**config.mk**
```make
export PLATFORM = sky130hd
export DESIGN_NAME = ho_server_router
export DESIGN_NICKNAME = d
export VERILOG_FILES = /design/src/rtl/ho_pkg.sv /design/src/rtl/ho_fifo.sv /design/src/rtl/ho_server_router.sv
export SDC_FILE = /design/constraint.sdc
export NUM_CORES = 1
export LEC_CHECK = 0
export ABC_AREA = 1
export ABC_CLOCK_PERIOD_IN_PS = 6830
export BUFFER_PORTS_ARGS = -buffer_cell sky130_fd_sc_hd__buf_2
export CAP_MARGIN = 10
export CORE_UTILIZATION = 25
export CTS_BUF_LIST = sky130_fd_sc_hd__clkbuf_8
export DETAILED_ROUTE_END_ITERATION = 10
export GPL_TIMING_DRIVEN = 0
export PLACE_DENSITY_LB_ADDON = 0.15
export SLEW_MARGIN = 20
export SYNTH_ARGS = -nofsm -noshare
export SYNTH_HDL_FRONTEND = slang
export SYNTH_SLANG_ARGS = --single-unit
```
**constraint.sdc**
```tcl
create_clock -name clk -period 6.83 [get_ports clk]
set_input_delay 0.683 -clock clk [delete_from_list [all_inputs] [get_ports clk]]
set_output_delay 0.683 -clock clk [all_outputs]
set_load 0.01 [all_outputs]
```
**src/rtl/ho_pkg.sv**
```systemverilog
// ho_pkg: shared types, defaults and helpers for the handover downlink server.
//   ho_state_t : router FSM states (IDLE, SERVE, DRAIN, SWITCH)
//   idx_w()    : width of an index able to address n items (minimum 1)
package ho_pkg;

    typedef enum logic [1:0] {
        IDLE   = 2'd0,
        SERVE  = 2'd1,
        DRAIN  = 2'd2,
        SWITCH = 2'd3
    } ho_state_t;

    localparam int N_BS_DEF       = 3;
    localparam int DATA_W_DEF     = 4;
    localparam int FIFO_DEPTH_DEF = 4;

    function automatic int idx_w(input int n);
        return (n <= 2) ? 1 : $clog2(n);
    endfunction

endpackage

```
**src/rtl/ho_fifo.sv**
```systemverilog
// ho_fifo: synchronous FIFO with asynchronous active-high reset.
//   clk, reset : clock, async reset (clears pointers, count and storage)
//   push, pop  : write/read strobes (ignored when full/empty respectively)
//   wr_data    : word to write
//   rd_data    : word at the head (valid when !empty)
//   full, empty: occupancy flags
//   count      : number of words stored (0..DEPTH)
module ho_fifo #(
    parameter  int DATA_W = 4,
    parameter  int DEPTH  = 4,
    localparam int AW     = (DEPTH > 1) ? $clog2(DEPTH) : 1
) (
    input  logic              clk,
    input  logic              reset,
    input  logic              push,
    input  logic              pop,
    input  logic [DATA_W-1:0] wr_data,
    output logic [DATA_W-1:0] rd_data,
    output logic              full,
    output logic              empty,
    output logic [AW:0]       count
);

    logic [DATA_W-1:0] mem [DEPTH];
    logic [AW-1:0]     wr_ptr;
    logic [AW-1:0]     rd_ptr;
    logic              do_push;
    logic              do_pop;

    assign full    = (count == (AW+1)'(DEPTH));
    assign empty   = (count == '0);
    assign do_push = push && !full;
    assign do_pop  = pop && !empty;
    assign rd_data = mem[rd_ptr];

    // Storage is reset too so the head never presents X downstream.
    always_ff @(posedge clk or posedge reset) begin
        if (reset) begin
            for (int unsigned i = 0; i < DEPTH; i++) begin
                mem[i] <= '0;
            end
            wr_ptr <= '0;
            rd_ptr <= '0;
            count  <= '0;
        end else begin
            if (do_push) begin
                mem[wr_ptr] <= wr_data;
                wr_ptr      <= wr_ptr + AW'(1);
            end
            if (do_pop) begin
                rd_ptr <= rd_ptr + AW'(1);
            end
            case ({do_push, do_pop})
                2'b10:   count <= count + (AW+1)'(1);
                2'b01:   count <= count - (AW+1)'(1);
                default: count <= count;
            endcase
        end
    end

endmodule

```
**src/rtl/ho_server_router.sv**
```systemverilog
// ho_server_router: buffers server words and forwards them to the current
// serving base station; on a handover it drains to the old BS, then switches.
//   clk, reset     : clock, async active-high reset
//   sv_data/valid  : server word in; sv_ready back-pressures the server
//   tgt_req_valid  : per-BS handover request strobes
//   tgt_req_id     : per-BS requested target (slice i from BS i)
//   bs_data/valid  : per-BS downlink (only slice cur_target is ever active)
//   bs_ready       : per-BS accept
//   cur_target     : serving BS index
//   ho_busy        : handover in progress (DRAIN or SWITCH)
//   ho_done        : one-cycle pulse announcing a target update
//   req_err        : one-cycle pulse, out-of-range request dropped
//   fifo_count     : words buffered
module ho_server_router
    import ho_pkg::*;
#(
    parameter  int N_BS       = N_BS_DEF,
    parameter  int DATA_W     = DATA_W_DEF,
    parameter  int FIFO_DEPTH = FIFO_DEPTH_DEF,
    localparam int ID_W       = idx_w(N_BS),
    localparam int CNT_W      = $clog2(FIFO_DEPTH) + 1
) (
    input  logic                   clk,
    input  logic                   reset,
    input  logic [DATA_W-1:0]      sv_data,
    input  logic                   sv_valid,
    output logic                   sv_ready,
    input  logic [N_BS-1:0]        tgt_req_valid,
    input  logic [N_BS*ID_W-1:0]   tgt_req_id,
    output logic [N_BS*DATA_W-1:0] bs_data,
    output logic [N_BS-1:0]        bs_valid,
    input  logic [N_BS-1:0]        bs_ready,
    output logic [ID_W-1:0]        cur_target,
    output logic                   ho_busy,
    output logic                   ho_done,
    output logic                   req_err,
    output logic [CNT_W-1:0]       fifo_count
);

    ho_state_t         state;
    ho_state_t         state_next;
    logic [ID_W-1:0]   cur_target_q;
    logic [ID_W-1:0]   pending_q;
    logic [ID_W-1:0]   target_d;
    logic              load_target;
    logic              load_pending;
    logic              set_done;
    logic              set_err;
    logic              ho_done_q;
    logic              req_err_q;

    logic              req_any;
    logic [ID_W-1:0]   req_id;
    logic              req_ok;

    logic              fifo_push;
    logic              fifo_pop;
    logic              fifo_full;
    logic              fifo_empty;
    logic [DATA_W-1:0] fifo_head;
    logic              out_active;
    logic              sel_ready;

    ho_fifo #(
        .DATA_W (DATA_W),
        .DEPTH  (FIFO_DEPTH)
    ) u_fifo (
        .clk     (clk),
        .reset   (reset),
        .push    (fifo_push),
        .pop     (fifo_pop),
        .wr_data (sv_data),
        .rd_data (fifo_head),
        .full    (fifo_full),
        .empty   (fifo_empty),
        .count   (fifo_count)
    );

    // Fixed-priority arbiter: lowest asserted BS index wins.
    always_comb begin
        req_any = 1'b0;
        req_id  = '0;
        for (int unsigned i = 0; i < N_BS; i++) begin
            if (tgt_req_valid[i] && !req_any) begin
                req_any = 1'b1;
                req_id  = tgt_req_id[i*ID_W +: ID_W];
            end
        end
    end

    assign req_ok = ({{(32-ID_W){1'b0}}, req_id} < 32'(N_BS));

    // State and handover registers.
    always_ff @(posedge clk or posedge reset) begin
        if (reset) begin
            state        <= IDLE;
            cur_target_q <= '0;
            pending_q    <= '0;
            ho_done_q    <= 1'b0;
            req_err_q    <= 1'b0;
        end else begin
            state     <= state_next;
            ho_done_q <= set_done;
            req_err_q <= set_err;
            if (load_target) begin
                cur_target_q <= target_d;
            end
            if (load_pending) begin
                pending_q <= req_id;
            end
        end
    end

    // Next-state logic. For a handover, ho_done is raised on entry to
    // SWITCH so the pulse coincides with the SWITCH cycle that commits
    // the new target.
    always_comb begin
        state_next   = state;
        target_d     = req_id;
        load_target  = 1'b0;
        load_pending = 1'b0;
        set_done     = 1'b0;
        set_err      = 1'b0;
        case (state)
            IDLE: begin
                if (req_any) begin
                    if (req_ok) begin
                        load_target = 1'b1;
                        set_done    = 1'b1;
                        state_next  = SERVE;
                    end else begin
                        set_err = 1'b1;
                    end
                end
            end
            SERVE: begin
                if (req_any) begin
                    if (!req_ok) begin
                        set_err = 1'b1;
                    end else if (req_id != cur_target_q) begin
                        load_pending = 1'b1;
                        state_next   = DRAIN;
                    end
                end
            end
            DRAIN: begin
                if (fifo_empty) begin
                    set_done   = 1'b1;
                    state_next = SWITCH;
                end
            end
            SWITCH: begin
                target_d    = pending_q;
                load_target = 1'b1;
                state_next  = SERVE;
            end
            default: state_next = IDLE;
        endcase
    end

    // Outputs: only the serving slice is ever driven.
    always_comb begin
        sv_ready   = !fifo_full && (state == IDLE || state == SERVE);
        out_active = !fifo_empty && (state == SERVE || state == DRAIN);
        ho_busy    = (state == DRAIN || state == SWITCH);
        bs_valid   = '0;
        bs_data    = '0;
        sel_ready  = 1'b0;
        for (int unsigned i = 0; i < N_BS; i++) begin
            if (ID_W'(i) == cur_target_q) begin
                bs_valid[i]                  = out_active;
                bs_data[i*DATA_W +: DATA_W]  = fifo_head;
                sel_ready                    = bs_ready[i];
            end
        end
    end

    assign fifo_push  = sv_valid && sv_ready;
    assign fifo_pop   = out_active && sel_ready;
    assign cur_target = cur_target_q;
    assign ho_done    = ho_done_q;
    assign req_err    = req_err_q;

endmodule

```
Yosys cells after proc, flatten, opt, wreduce, memory -nomap -nowiden
Index checks and enable logic that the tools add are counted.
{"block": "classes", "add_sub_neg": 4, "n_lt_le_gt_ge": 4, "n_eq_ne": 15, "n_mux": 42, "n_bitwise": 2, "reduce_logical": 22}
{"operator": "4-bit 2-to-1 mux", "n": 6}
{"operator": "2-bit 2-to-1 mux", "n": 10}
{"operator": "1-bit 2-to-1 mux", "n": 19}
{"operator": "16-bit bitwise mux", "n": 1}
{"operator": "2-bit != test, second input constant", "n": 5}
{"operator": "1-bit logical AND", "n": 9}
{"operator": "4-bit binary-select mux with 2-bit select", "n": 1}
{"operator": "4-bit demux with 2-bit select", "n": 1}
{"operator": "2-bit case mux with 4 select lines", "n": 1}
{"operator": "2-bit == test, second input constant", "n": 3}
{"operator": "3-bit greater-or-equal comparator, second input constant", "n": 2}
{"operator": "2-bit inverter with 3-bit output", "n": 2}
{"operator": "3-bit case mux with 2 select lines", "n": 1}
{"operator": "6-bit AND reduction", "n": 1}
{"operator": "2-bit by 1-bit adder with 2-bit output, second input constant", "n": 2}
{"operator": "2-bit by 1-bit == test with 1-bit output, second input constant", "n": 2}
{"operator": "1-bit logical NOT", "n": 4}
{"operator": "2-bit logical NOT", "n": 2}
{"operator": "1-bit case mux with 2 select lines", "n": 2}
{"operator": "3-bit by 1-bit adder with 3-bit output, second input constant", "n": 1}
{"operator": "3-bit == test, second input constant", "n": 1}
{"operator": "3-bit logical NOT", "n": 1}
{"operator": "1-bit logical OR", "n": 3}
{"operator": "3-bit by 1-bit < comparator with 1-bit output, second input constant", "n": 1}
{"operator": "other kinds (8)", "n": 8}
{"block": "totals", "regBits": 31, "input_bits": 19, "output_inout_bits": 24, "elab_cells": 101}

Logic depth before layout (Yosys ltp)
Gate-level depths: netlist of the first run.
{"block": "depth", "word_depth": 12, "mapped_depth": 12}

Cells and area by module
From an unflattened synthesis of the first run, not the netlist that was laid out.
{"block": "hier_totals", "cells_unflattened": 273, "area_unflattened_um2": 2000.7}
{"module": "ho_fifo", "n_inst": 1, "cells_each": 153, "area_each_um2": 1228.7}
{"module": "ho_server_router", "n_inst": 1, "cells_each": 120, "area_each_um2": 772.0}

Worst setup path before layout of the first run
No wires, ideal clock.
{"block": "synth_path", "kind": "register to register", "start": "reg state[1]", "end": "reg u_fifo.count[2]", "setup_ns": 0.129, "arrival_time_ns": 2.134, "required_time_ns": 6.701, "path_slack_ns": 4.567, "path_stages_with_launch": 13, "n_path_buf": 1, "synth_period_minus_slack_ns": 2.263, "path_cell_list": "dfrtp_1 inv_1 ha_1 nor2_1 a31oi_4 nand2_4 buf_6 ha_1 inv_1 fa_1 a21oi_1 o21ai_0 xnor2_1"}
{"block": "synth_between", "elab_chain_len": 7, "word_cells_on_any_way": 15}
{"element": "start: declaration", "line": "ho_server_router.sv:40", "rtl": "ho_state_t state;"}
{"element": "start signal: assignment", "line": "ho_server_router.sv:102", "rtl": "state <= state_next;"}
{"element": "2-bit by 1-bit == test with 1-bit output or 2-bit logical NOT (tied branches)", "line": "ho_server_router.sv:163", "rtl": "sv_ready = !fifo_full && (state == IDLE || state == SERVE);"}
{"element": "1-bit logical OR *", "line": "ho_server_router.sv:163"}
{"element": "1-bit logical AND *", "line": "ho_server_router.sv:163"}
{"element": "named net sv_ready", "line": "ho_server_router.sv:27", "rtl": "output logic sv_ready,"}
{"element": "1-bit logical AND *", "line": "ho_server_router.sv:178", "rtl": "assign fifo_push = sv_valid && sv_ready;"}
{"element": "1-bit logical AND *", "line": "ho_fifo.sv:32", "rtl": "assign do_push = push && !full;"}
{"element": "2-bit by 1-bit == test with 1-bit output or 2-bit == test (tied branches)", "line": "ho_fifo.sv:53", "rtl": "case ({do_push, do_pop})"}
{"element": "3-bit case mux with 2 select lines or 2-bit nonzero test (tied branches)"}
{"element": "end signal: assignment", "line": "ho_fifo.sv:54", "rtl": "2'b10: count <= count + (AW+1)'(1);"}
{"element": "end signal: assignment", "line": "ho_fifo.sv:55", "rtl": "2'b01: count <= count - (AW+1)'(1);"}
{"element": "end signal: assignment", "line": "ho_fifo.sv:56", "rtl": "default: count <= count;"}
{"element": "end: declaration", "line": "ho_fifo.sv:21", "rtl": "output logic [AW:0] count"}
The timed path passes the listed nets; every way through them passes the cells marked *.
A chain may end at the register's enable or synchronous reset.

Final worst setup path of the first run
{"block": "layout_path", "start": "reg state[1]", "end": "reg u_fifo.count[2]"}
{"block": "layout_between", "elab_chain_len": 7, "word_cells_on_any_way": 15}
{"element": "2-bit by 1-bit == test with 1-bit output (tied with other cells)", "line": "ho_server_router.sv:163, ho_server_router.sv:164"}
{"element": "1-bit logical OR (on tied branches)", "line": "ho_server_router.sv:164, ho_server_router.sv:163"}
{"element": "1-bit logical AND (on tied branches)", "line": "ho_server_router.sv:164, ho_server_router.sv:163"}
{"element": "1-bit logical AND (on tied branches)", "line": "ho_server_router.sv:179, ho_server_router.sv:178"}
{"element": "1-bit logical AND (on tied branches)", "line": "ho_fifo.sv:33, ho_fifo.sv:32"}
{"element": "2-bit by 1-bit == test with 1-bit output or 2-bit == test (tied branches)", "line": "ho_fifo.sv:53"}
{"element": "3-bit case mux with 2 select lines or 2-bit nonzero test (tied branches)"}
Parallel ways exist; a longest one is shown, timed or not.

==> results.rst, run 1 <==
.. list-table::
   :header-rows: 1

   * - Metric
     - Value
   * - Result of the run
     - completed
   * - Initial cell density of the core
     - 0.259
   * - Number of clock sinks seen by CTS
     - 31
   * - Area grow syn2layout
     - 21.5%
   * - GRT Util Overall
     - 0.120
   * - Leakage
     - around 1.2 nW
   * - Proportion of layout cells with a drive suffix above 1
     - 0.250
   * - Core area
     - 7290 sq um
   * - Count of input and output buffers
     - 42
   * - Post-CTS setup repair buffer count
     - 0
   * - Commonest non-fill, non-tap cell in the layout
     - nand2_1
   * - Cells after Synth
     - 244
   * - 1st-pass router iterations
     - 4
   * - Fillcell total
     - ~820
   * - Final-stage net count
     - 323
   * - Tcrit/Tclk final
     - 0.366
   * - Cells taking the most area after synthesis
     - dfrtp_1 (41%), nand2_1 (13%), ha_1 (6.6%)
   * - Data required, critical path
     - about 7000 ps
   * - Sequential cell area fraction in the yosys report
     - 0.410
   * - Placed cell count
     - approximately 390
   * - Critical register-to-register path startpoint
     - state[1]
   * - Setup TNS Final
     - 0 ps
   * - Largest delay contributor family on the critical path
     - adder cells
   * - Worst-path maximum fanout
     - 10
   * - Number of buffers added to fix hold violations after cts
     - 0
   * - Number of core rows
     - 31
   * - Setup Crit Path Kind
     - flip-flop to flip-flop
   * - Commonest cells after routing, fill and taps aside
     - nand2_1 (67), buf_2 (43), inv_1 (33)
   * - DRC marker count from the first detailed-route iteration
     - just over 40
   * - H-tree levels
     - 2
   * - Minimum clock period
     - ~2500 ps
   * - Chip Width
     - a little under 90 microns
   * - FF+latch count, synth
     - 31
   * - Transition time of the tightest slew-check pin
     - a little under 700 ps
   * - Placed inst area
     - around 2200 sq um
   * - Total power of the final layout
     - approximately 1.1 mW
   * - Vertical extent of the die
     - about 89 microns
   * - Setup crit start kind
     - flip-flop
   * - Number of setup violations in the final report
     - 0
   * - Clock root buffer
     - clkbuf_8
   * - Post-cts gate resize count
     - 0
   * - Yosys cell types
     - 26
   * - Vias in the first global route
     - around 1,500
   * - Slowest cell delay on critical path
     - roughly 400 ps
   * - Clock slew at reported path FFs
     - roughly 60 ps
   * - Detailed-placement wirelength estimate
     - 3.49 mm
   * - Endpoint arrival time on the critical path
     - 2660 ps
   * - Global-route wire length before repair
     - a little over 7 mm
   * - Bufs and invs on worst path
     - 3
   * - Unrepaired setup endpoints after global routing
     - no
   * - Buffer levels on the longest clock path
     - 2
   * - Mean number of vias per cell
     - 4.10
   * - Slowest cell on the critical path
     - dfrtp_1
   * - Clock tree from TritonCTS
     - yes
   * - # IOs
     - 43
   * - Syn Area/Cell
     - 7.75 sq um
   * - Hold violation total from the final report
     - 0
   * - Max-capacitance violation count
     - 0
   * - Combined area of all synthesized cells
     - about 1900 sq um
   * - Post-route setup slack
     - approximately 4300 ps
   * - Fin. max-slew vios
     - 0
   * - Post-route cell area
     - 2300 sq um
   * - Worst min-delay path category
     - input pin to async pin
   * - Setup crit start
     - state[1]
   * - Mapped Nets
     - between 200 and 300
   * - ANT cells
     - 0
   * - Worst-path cell chain
     - inv_1 > ha_1 > nor2_1 > a31oi_4 > nand2_4 > buf_6 > ha_1 > inv_1 > fa_1 > a21oi_1 > o21ai_0 > xnor2_1
   * - Fraction of synthesized cell area taken by the top area cell type
     - 0.410
   * - Post-detailed-route count of antenna-violating nets
     - 0
   * - Number of vias in the routed layout
     - around 1,600
   * - Clock latency of the later-clocked register in the worst-skew pair
     - approximately 270 ps
   * - Worst-case clock skew
     - between 3 and 4 ps
   * - Maximum number of pins on one net before global-route repair
     - 32
   * - Category of the worst setup path capture point
     - flip-flop
   * - Worst slew margin
     - 0.546
   * - Total wire length after detailed routing
     - between 4 and 5 mm
   * - Final routed DRC violation total
     - 0
   * - Max Clock Freq
     - about 0.4 GHz
   * - Total Die Area
     - approximately 7900 sq um
   * - Routability cong.
     - roughly 0.79
   * - Maximum VDD drop
     - 0.0928 mV
   * - Final instance count without filler cells
     - about 400
   * - Number of buffers created by CTS
     - 5
   * - Wire length per cell after detailed routing
     - 11.2 microns
   * - Cell accounting for the most synthesized area
     - dfrtp_1
   * - Power per unit of standard cell area
     - roughly 460 nW/um^2
   * - Synth warn
     - 0
   * - Number of antenna violations at the first check in global routing
     - 0
   * - Gr ovfl total
     - 0
   * - Setup Slack @ Placement
     - approximately 4300 ps
## synth_stat cells, drive strengths merged
cell    number
inv         34
ha          10
nand3b       1
xnor2        2
fa           1
nor2        31
a31oi        1
clkbuf       1
a21oi        8
buf          2
o21ai       24
nand3       16
dfrtp       31
a32o         1
nor3         1
nand4        3
xor2         2
nand2       75
## sequential cells by signal, summed over array words and instances (netlist names)
signal,count
cur_target,2
req_err,1
pending_q,2
ho_done,1
u_fifo.wr_ptr,2
u_fifo.count,3
u_fifo.rd_ptr,2
u_fifo.mem,16
state,2
## kinds of logic (layout without fill, tap and decap cells)
family	count (synthesis)	after routing	share of synthesized area
AOI/OAI and AO/OA	34	34	0.101
adders and majority gates	11	11	0.0768
DFF	31	31	0.410
buffers and inverters	37	85	0.0781
xor gates and xnor gates	4	4	0.0185
and+or+nand+nor	127	127	0.315
## final cells by class
class | count | area (sq um) | area share
clock inverter | 1 | 3.75 | 0.00163
timing repair buffer | 42 | 210 | 0.0915
tap | 99 | 124 | 0.0539
buffer | 3 | 20.0 | 0.00871
multi-input combinational | 176 | 967 | 0.421
inverter | 34 | 128 | 0.0556
clock buffer | 5 | 68.8 | 0.0300
sequential | 31 | 776 | 0.338
## through the flow
stage	hold WS, ps	util
after floorplan	442	-
after global placement	472	0.305
after detailed placement	484	0.305
after CTS	498	0.315
after global routing	517	0.315
final	496	0.315
## where the power goes
group | leakage (nW) | switching, mW | internal, mW
combinational | 0.801 | 0.374 | 0.220
sequential | 0.382 | 0.0632 | 0.272
clock | 0.0413 | 0.0633 | 0.0663
## final timing paths
check                                        to  slack [ps]  depth (start not counted)
max in group asynchronous          pending_q[0]        5880                          2
worst min-delay path                    req_err         500                          2
min in group clk                   pending_q[0]         500                          2
worst min register to register     pending_q[0]         500                          2
worst max-delay path            u_fifo.count[2]        4330                         12
worst max register to register  u_fifo.count[2]        4330                         12
## routing by layer
layer	up-vias	GRT usage	wire length, microns
met5	-	0	0
met4	0	0.0433	46
met3	2	0.0240	172
met2	36	0.192	1900
met1	707	0.161	2270
li1	860	-	-
## worst register-to-register path, stage by stage (launching register included)
cell and delay, ps:
dfrtp_1 410, inv_1 110, ha_1 230, nor2_1 290, a31oi_4 80, nand2_4 150, buf_6 160, ha_1 150
inv_1 70, fa_1 370, a21oi_1 140, o21ai_0 110, xnor2_1 130
Note: power is estimated with default switching activity, not from simulation.
==> run 2, diff against run 1 <==
- ABC_CLOCK_PERIOD_IN_PS: 6830 -> 2600
- clock period: 6.83 -> 2.6 ns (I/O delays scaled with it)
==> run 2 against run 1 <==
Die area did not move; largest cell class unchanged; largest power group unchanged; critical path type unchanged; utilization rose by 0.26 points; clock-buffer cell count did not move; hold slack got worse by 420 ps; wire length rose by 0.11%; critical path depth did not move; sequential share of layout area fell by 0.22 points; cell area rose by 0.82%.
==> results.rst, run 2 (same netlist as run 1, synthesis figures left out) <==
.. list-table::
   :header-rows: 1

   * - Metric
     - Value
   * - Minimum clock period
     - 2350 ps (-149 ps)
   * - Metal-1 WL
     - 2.29 mm (+0.70%)
   * - Area grow syn2layout
     - 22.5%
   * - Clock root buffer
     - clkbuf_8
   * - Worst-case clock skew
     - 5.30 ps (+1.70 ps)
   * - Number of vias in the routed layout
     - 1,613 (+0.50%)
   * - Hold violation total from the final report
     - 0 (unchanged)
   * - Number of clock sinks seen by CTS
     - 31 (unchanged)
   * - Worst slew margin
     - 0.543 (-0.00258)
   * - Mean number of vias per cell
     - 4.11 (+0.24%)
   * - Final-stage net count
     - 324 (+0.31%)
   * - Largest delay contributor family on the critical path
     - adder cells
   * - # IOs
     - 43 (unchanged)
   * - Number of setup violations in the final report
     - 0 (unchanged)
   * - Total power of the final layout
     - 2.82 mW (+170%)
   * - Setup Crit Path Kind
     - flip-flop to flip-flop
   * - Routability cong.
     - 0.790 (unchanged)
   * - Clock tree from TritonCTS
     - yes
   * - Worst-path maximum fanout
     - 10 (unchanged)
   * - Met3 Routed Length
     - 168 microns (-2.3%)
   * - Critical register-to-register path startpoint
     - state[1]
   * - Worst-path cell chain
     - inv_1 > ha_1 > nor2_4 > a31oi_4 > nand2_4 > buf_6 > ha_1 > inv_1 > fa_1 > a21oi_1 > o21ai_0 > xnor2_1
   * - Commonest cells after routing, fill and taps aside
     - nand2_1 (67), buf_2 (43), inv_1 (33)
   * - Fin. max-slew vios
     - 0 (unchanged)
   * - Worst reg2reg endpoint
     - u_fifo.count[2]
   * - Total wire length after detailed routing
     - 4.40 mm (+0.11%)
   * - Clock slew at reported path FFs
     - 60 ps (about the same)
   * - Final routed DRC violation total
     - 0 (unchanged)
   * - ANT cells
     - 0 (unchanged)
   * - Wire length per cell after detailed routing
     - 11.2 microns (-0.14%)
   * - Transition time of the tightest slew-check pin
     - 684 ps (+3.87 ps)
   * - Initial cell density of the core
     - 0.259 (unchanged)
   * - 1st-pass router iterations
     - 4 (unchanged)
   * - Endpoint arrival time on the critical path
     - 2510 ps (-150 ps)
   * - Result of the run
     - completed
   * - Core area
     - 7290 sq um (unchanged)
   * - Post-route cell area
     - 2320 sq um (+0.82%)
   * - Reg2Reg Depth
     - 12 (unchanged)
   * - H-tree levels
     - 2 (unchanged)
   * - Data required, critical path
     - 2760 ps (-4230 ps)
   * - Max-capacitance violation count
     - 0 (unchanged)
   * - Post-detailed-route count of antenna-violating nets
     - 0 (unchanged)
   * - Category of the worst setup path capture point
     - flip-flop
   * - Number of core rows
     - 31 (unchanged)
   * - Vertical extent of the die
     - 89.0 microns (unchanged)
   * - Placed inst area
     - 2220 sq um (unchanged)
   * - Number of antenna violations at the first check in global routing
     - 0 (unchanged)
   * - Max FFs per register
     - 16 (unchanged)
   * - Number of buffers created by CTS
     - 5 (unchanged)
   * - Number of buffers added to fix hold violations after cts
     - 0 (unchanged)
   * - Total Die Area
     - 7910 sq um (unchanged)
   * - Bufs and invs on worst path
     - 3 (unchanged)
   * - Slowest cell delay on critical path
     - 380 ps (-30 ps)
   * - Gr ovfl total
     - 0 (unchanged)
   * - Flop-to-flop setup slack
     - 250 ps (-4080 ps)
   * - Routed met2 length
     - 1.90 mm (-0.37%)
   * - Detailed-placement wirelength estimate
     - 3.49 mm (unchanged)
   * - Chip Width
     - 89.0 microns (unchanged)
   * - GRT Util Overall
     - 0.120 (unchanged)
   * - Tcrit/Tclk final
     - 0.906 (+0.539)
   * - Power per unit of standard cell area
     - 1220 nW/um^2 (+160%)
   * - Count of input and output buffers
     - 42 (unchanged)
   * - Setup TNS Final
     - 0 ps (unchanged)
   * - Largest register by flop count
     - u_fifo.mem
   * - Clock latency of the later-clocked register in the worst-skew pair
     - 280 ps (about the same)
   * - DRC marker count from the first detailed-route iteration
     - 47 (+15%)
   * - Max Clock Freq
     - 0.425 GHz (+6.3%)
   * - Leakage
     - 1.23 nW (+0.47%)
   * - Commonest non-fill, non-tap cell in the layout
     - nand2_1
   * - Worst min-delay path category
     - input pin to async pin
   * - Proportion of layout cells with a drive suffix above 1
     - 0.263 (+0.0128)
   * - Maximum number of pins on one net before global-route repair
     - 32 (unchanged)
   * - Top layer reached by signal wires
     - met4
   * - Global-route wire length before repair
     - 7.16 mm (unchanged)
   * - Vias in the first global route
     - 1,522 (unchanged)
   * - Largest regs
     - u_fifo.mem x16, u_fifo.count x3
   * - Buffer levels on the longest clock path
     - 2 (unchanged)
   * - Slowest cell on the critical path
     - dfrtp_1
   * - Unrepaired setup endpoints after global routing
     - no
   * - Setup crit start kind
     - flip-flop
   * - Maximum VDD drop
     - 0.245 mV (+160%)
## run 2: layout make-up
| class | instances | area [sq um] |
|---|---|---|
| Fill cell | 810 | 4980 |
| Clock buffer | 5 | 68.8 |
| Sequential cell | 31 | 777 |
| Inverter | 34 | 128 |
| Timing Repair Buffer | 43 | 218 |
| Clock inverter | 1 | 3.75 |
| Tap cell | 99 | 124 |
| Multi-Input combinational cell | 176 | 977 |
| Buffer | 3 | 20.0 |
## run 2: stage by stage
step	hold slack, ps	setup WS, ps	utilization	cells
after floorplan	364	337	-	244
after global placement	472	72.1	0.305	385
after detailed placement	413	87.3	0.305	385
after CTS	114	68.5	0.315	391
after global routing	144	18.4	0.318	392
final	78.2	246	0.318	392
## run 2: timing repair
item,4_1_cts,5_1_grt
gates resized for setup,0,4
endpoints found under the setup margin,0,1
buffers inserted,0,1
## run 2: power by group
| group | internal (mW) | total, mW | switching (mW) |
|---|---|---|---|
| sequential | 0.716 | 0.877 | 0.161 |
| combinational | 0.601 | 1.60 | 1.00 |
| clock | 0.174 | 0.344 | 0.169 |
## run 2: worst max-delay path by stage
stage	from	end	slack (ps)	cells past startpoint
finish	state[1]	u_fifo.count[2]	250	12
global route	state[1]	u_fifo.count[2]	20	12
CTS	state[1]	u_fifo.count[2]	70	12
detailed placement	state[1]	u_fifo.count[2]	90	12
global placement	state[1]	u_fifo.count[2]	70	12
floorplan	state[1]	u_fifo.count[2]	340	12
## run 2: layer usage
metal | track usage | up-vias
li1 | - | 863
met1 | 0.161 | 711
met2 | 0.192 | 37
met3 | 0.0240 | 2
met4 | 0.0433 | 0
met5 | 0 | -
==> run 3, diff against run 2 <==
- CORE_ASPECT_RATIO: unset -> 0.5
==> run 3 against run 2 <==
The flow now finishes with violations (design-rule violations); clock-buffer cell count is the same; final cell count fell by 1.8%; flip-flop and latch count unchanged; global-route usage grew 0.22 points; largest power group unchanged.
==> results.rst, run 3 (same netlist as run 1, synthesis figures left out) <==
.. list-table::
   :header-rows: 1

   * - Metric
     - Value
   * - Clock root buffer
     - clkbuf_8
   * - Setup TNS Final
     - 0 ps (unchanged)
   * - Reg2Reg Depth
     - 12 (unchanged)
   * - Vertical extent of the die
     - 63.5 microns (-29%)
   * - Chip Width
     - 125 microns (+40%)
   * - Data required, critical path
     - 2770 ps (about the same)
   * - ANT cells
     - 0 (unchanged)
   * - Final routed DRC violation total
     - 2 (+2)
   * - Total Die Area
     - 7930 sq um (+0.27%)
   * - Number of setup violations in the final report
     - 0 (unchanged)
   * - Tcrit/Tclk final
     - 0.908 (+0.00224)
   * - Leakage
     - 1.24 nW (+0.82%)
   * - Flop pwr share
     - 0.295 (-0.016)
   * - Part of the total power dissipated in the clock network
     - 0.157 (+0.035)
   * - Final core utilization
     - 0.333 (+0.0152)
   * - Setup crit start kind
     - flip-flop
   * - Total wire length after detailed routing
     - 4.52 mm (+2.8%)
   * - Number of core rows
     - 21 (-32%)
   * - Flop-to-flop setup slack
     - 240 ps (about the same)
   * - Largest register by flop count
     - u_fifo.mem
   * - Max FFs per register
     - 16 (unchanged)
   * - # IOs
     - 43 (unchanged)
   * - Failing checks
     - design-rule violations
   * - Internal power of the cells
     - 1.58 mW (+5.6%)
   * - Multi-input gate area in the final layout
     - 975 sq um (-0.26%)
   * - Post-route cell area
     - 2330 sq um (+0.43%)
   * - Post-CTS setup repair buffer count
     - 0 (unchanged)
   * - Setup Crit Path Kind
     - flip-flop to flip-flop
   * - Total power of the final layout
     - 2.92 mW (+3.5%)
   * - Clock slew at reported path FFs
     - 70 ps (about the same)
   * - Hold violation total from the final report
     - 0 (unchanged)
   * - Largest regs
     - u_fifo.mem x16, u_fifo.count x3
   * - Number of antenna violations at the first check in global routing
     - 0 (unchanged)
   * - Worst-path maximum fanout
     - 10 (unchanged)
   * - Clock tree from TritonCTS
     - yes
   * - H-tree levels
     - 2 (unchanged)
   * - GRT Util Overall
     - 0.122 (+0.00217)
   * - Routability cong.
     - 0.792 (+0.34%)
   * - Final-stage net count
     - 323 (-0.31%)
   * - Minimum clock period
     - 2360 ps (+5.81 ps)
   * - Global-route wire length before repair
     - 7.73 mm (+7.9%)
   * - Vias in the first global route
     - 1,691 (+11%)
   * - Core area
     - 6990 sq um (-4.2%)
   * - Net Switching
     - 1.35 mW (+1.2%)
   * - Fraction of power spent switching nets
     - 0.461 (-0.0107)
   * - Slowest cell delay on critical path
     - 400 ps (+20 ps)
   * - Fin. max-slew vios
     - 0 (unchanged)
   * - Buffer levels on the longest clock path
     - 2 (unchanged)
   * - Transition time of the tightest slew-check pin
     - 686 ps (+1.83 ps)
   * - Wire length per cell after detailed routing
     - 11.7 microns (+4.7%)
   * - Number of vias in the routed layout
     - 1,662 (+3.0%)
   * - Proportion of layout cells with a drive suffix above 1
     - 0.256 (-0.00683)
   * - Max-capacitance violation count
     - 0 (unchanged)
   * - Clock latency of the later-clocked register in the worst-skew pair
     - 280 ps (about the same)
   * - Fraction of power consumed by combinational cells
     - 0.548 (-0.020)
   * - Unrepaired setup endpoints after global routing
     - no
   * - Worst slew margin
     - 0.542 (-0.00122)
   * - Mean number of vias per cell
     - 4.32 (+4.9%)
   * - Worst-path cell chain
     - inv_1 > ha_1 > nor2_4 > a31oi_4 > nand2_4 > buf_6 > ha_1 > inv_1 > fa_1 > a21oi_1 > o21ai_0 > xnor2_1
   * - Power per unit of standard cell area
     - 1260 nW/um^2 (+3.1%)
   * - Endpoint arrival time on the critical path
     - 2530 ps (+20 ps)
   * - Number of clock sinks seen by CTS
     - 31 (unchanged)
   * - Area grow syn2layout
     - 23.0%
   * - Commonest cells after routing, fill and taps aside
     - nand2_1 (67), buf_2 (43), inv_1 (33)
   * - Critical register-to-register path startpoint
     - state[1]
   * - Maximum number of pins on one net before global-route repair
     - 32 (unchanged)
   * - Commonest non-fill, non-tap cell in the layout
     - nand2_1
   * - 1st-pass router iterations
     - 8 (+4)
   * - Number of buffers created by CTS
     - 5 (unchanged)
   * - Detailed-placement wirelength estimate
     - 3.44 mm (-1.2%)
   * - Count of input and output buffers
     - 42 (unchanged)
   * - Placed inst area
     - 2220 sq um (-0.39%)
   * - Fillcell total
     - 766 (-5.4%)
   * - Category of the worst setup path capture point
     - flip-flop
   * - Sequential standard cell area
     - 776 sq um (-0.16%)
   * - Worst reg2reg endpoint
     - u_fifo.count[2]
   * - Slowest cell on the critical path
     - dfrtp_1
   * - Worst-case clock skew
     - 4.25 ps (-1.05 ps)
   * - Result of the run
     - finished, violations left
   * - Initial cell density of the core
     - 0.270 (+0.0112)
   * - Post-detailed-route count of antenna-violating nets
     - 0 (unchanged)
   * - Maximum VDD drop
     - 0.271 mV (+11%)
   * - Worst min-delay path category
     - input pin to async pin
   * - Post-route worst hold slack
     - 74.2 ps (-3.99 ps)
   * - Gr ovfl total
     - 0 (unchanged)
   * - DRC marker count from the first detailed-route iteration
     - 57 (+21%)
   * - Max Clock Freq
     - 0.424 GHz (-0.25%)
[run 3: cell count changes in the layout (fill, tap and decap cells not counted), sizes merged]
cell,delta
bufinv,+1
buf,-1
[run 3: cell type report]
type | count | area share
multi-input combinational | 176 | 0.419
sequential | 31 | 0.334
clock inverter | 2 | 0.0145
clock buffer | 5 | 0.0296
tap | 92 | 0.0495
timing repair buffer | 42 | 0.0904
buffer | 3 | 0.00861
inverter | 34 | 0.0549
[run 3: worst max path at each step]
stage | start | endpoint | slack, ps | cells after the start
floorplan | state[1] | u_fifo.count[2] | 340 | 12
CTS | state[1] | u_fifo.count[2] | 90 | 12
global route | state[1] | u_fifo.count[2] | 20 | 12
detailed placement | state[1] | u_fifo.count[2] | 100 | 12
finish | state[1] | u_fifo.count[2] | 240 | 12
global placement | state[0] | u_fifo.count[2] | 110 | 12
[run 3: repair_timing]
action                                  4_1_cts  5_1_grt
hold buffers                                  0        0
gates resized for setup                       0        2
endpoints found under the setup margin        0        1
[run 3: power groups by stage]
stage	logic [mW]	registers, mW	clock network, mW
after global routing	1.84	0.893	0.492
after CTS	1.61	0.863	0.468
after floorplan	1.13	0.857	0
after global placement	1.59	0.863	0
after detailed placement	1.61	0.869	0
final	1.60	0.862	0.459
[run 3: metrics by stage]
step / instances / setup WS [ps]
detailed placement: 378 / 95.7
global route: 385 / 23.6
CTS: 385 / 93.7
global placement: 378 / 107
finish: 385 / 240
floorplan: 244 / 337
[run 3: worst max-delay path: cells and delay by family, from the launching register on]
kind	cells	cell delay [ps]
compound gates	3	300
xor+xnor	1	130
fa+ha+maj	3	760
buf+inv	3	320
flops	1	400
simple gates	2	340
[run 3: routing by layer]
layer / GRT usage / vias up / part of all wire
li1: - / 859 / -
met1: 0.155 / 768 / 0.50
met2: 0.207 / 29 / 0.46
met3: 0.0314 / 6 / 0.036
met4: 0.0320 / 0 / 0.0069
met5: 0 / - / 0
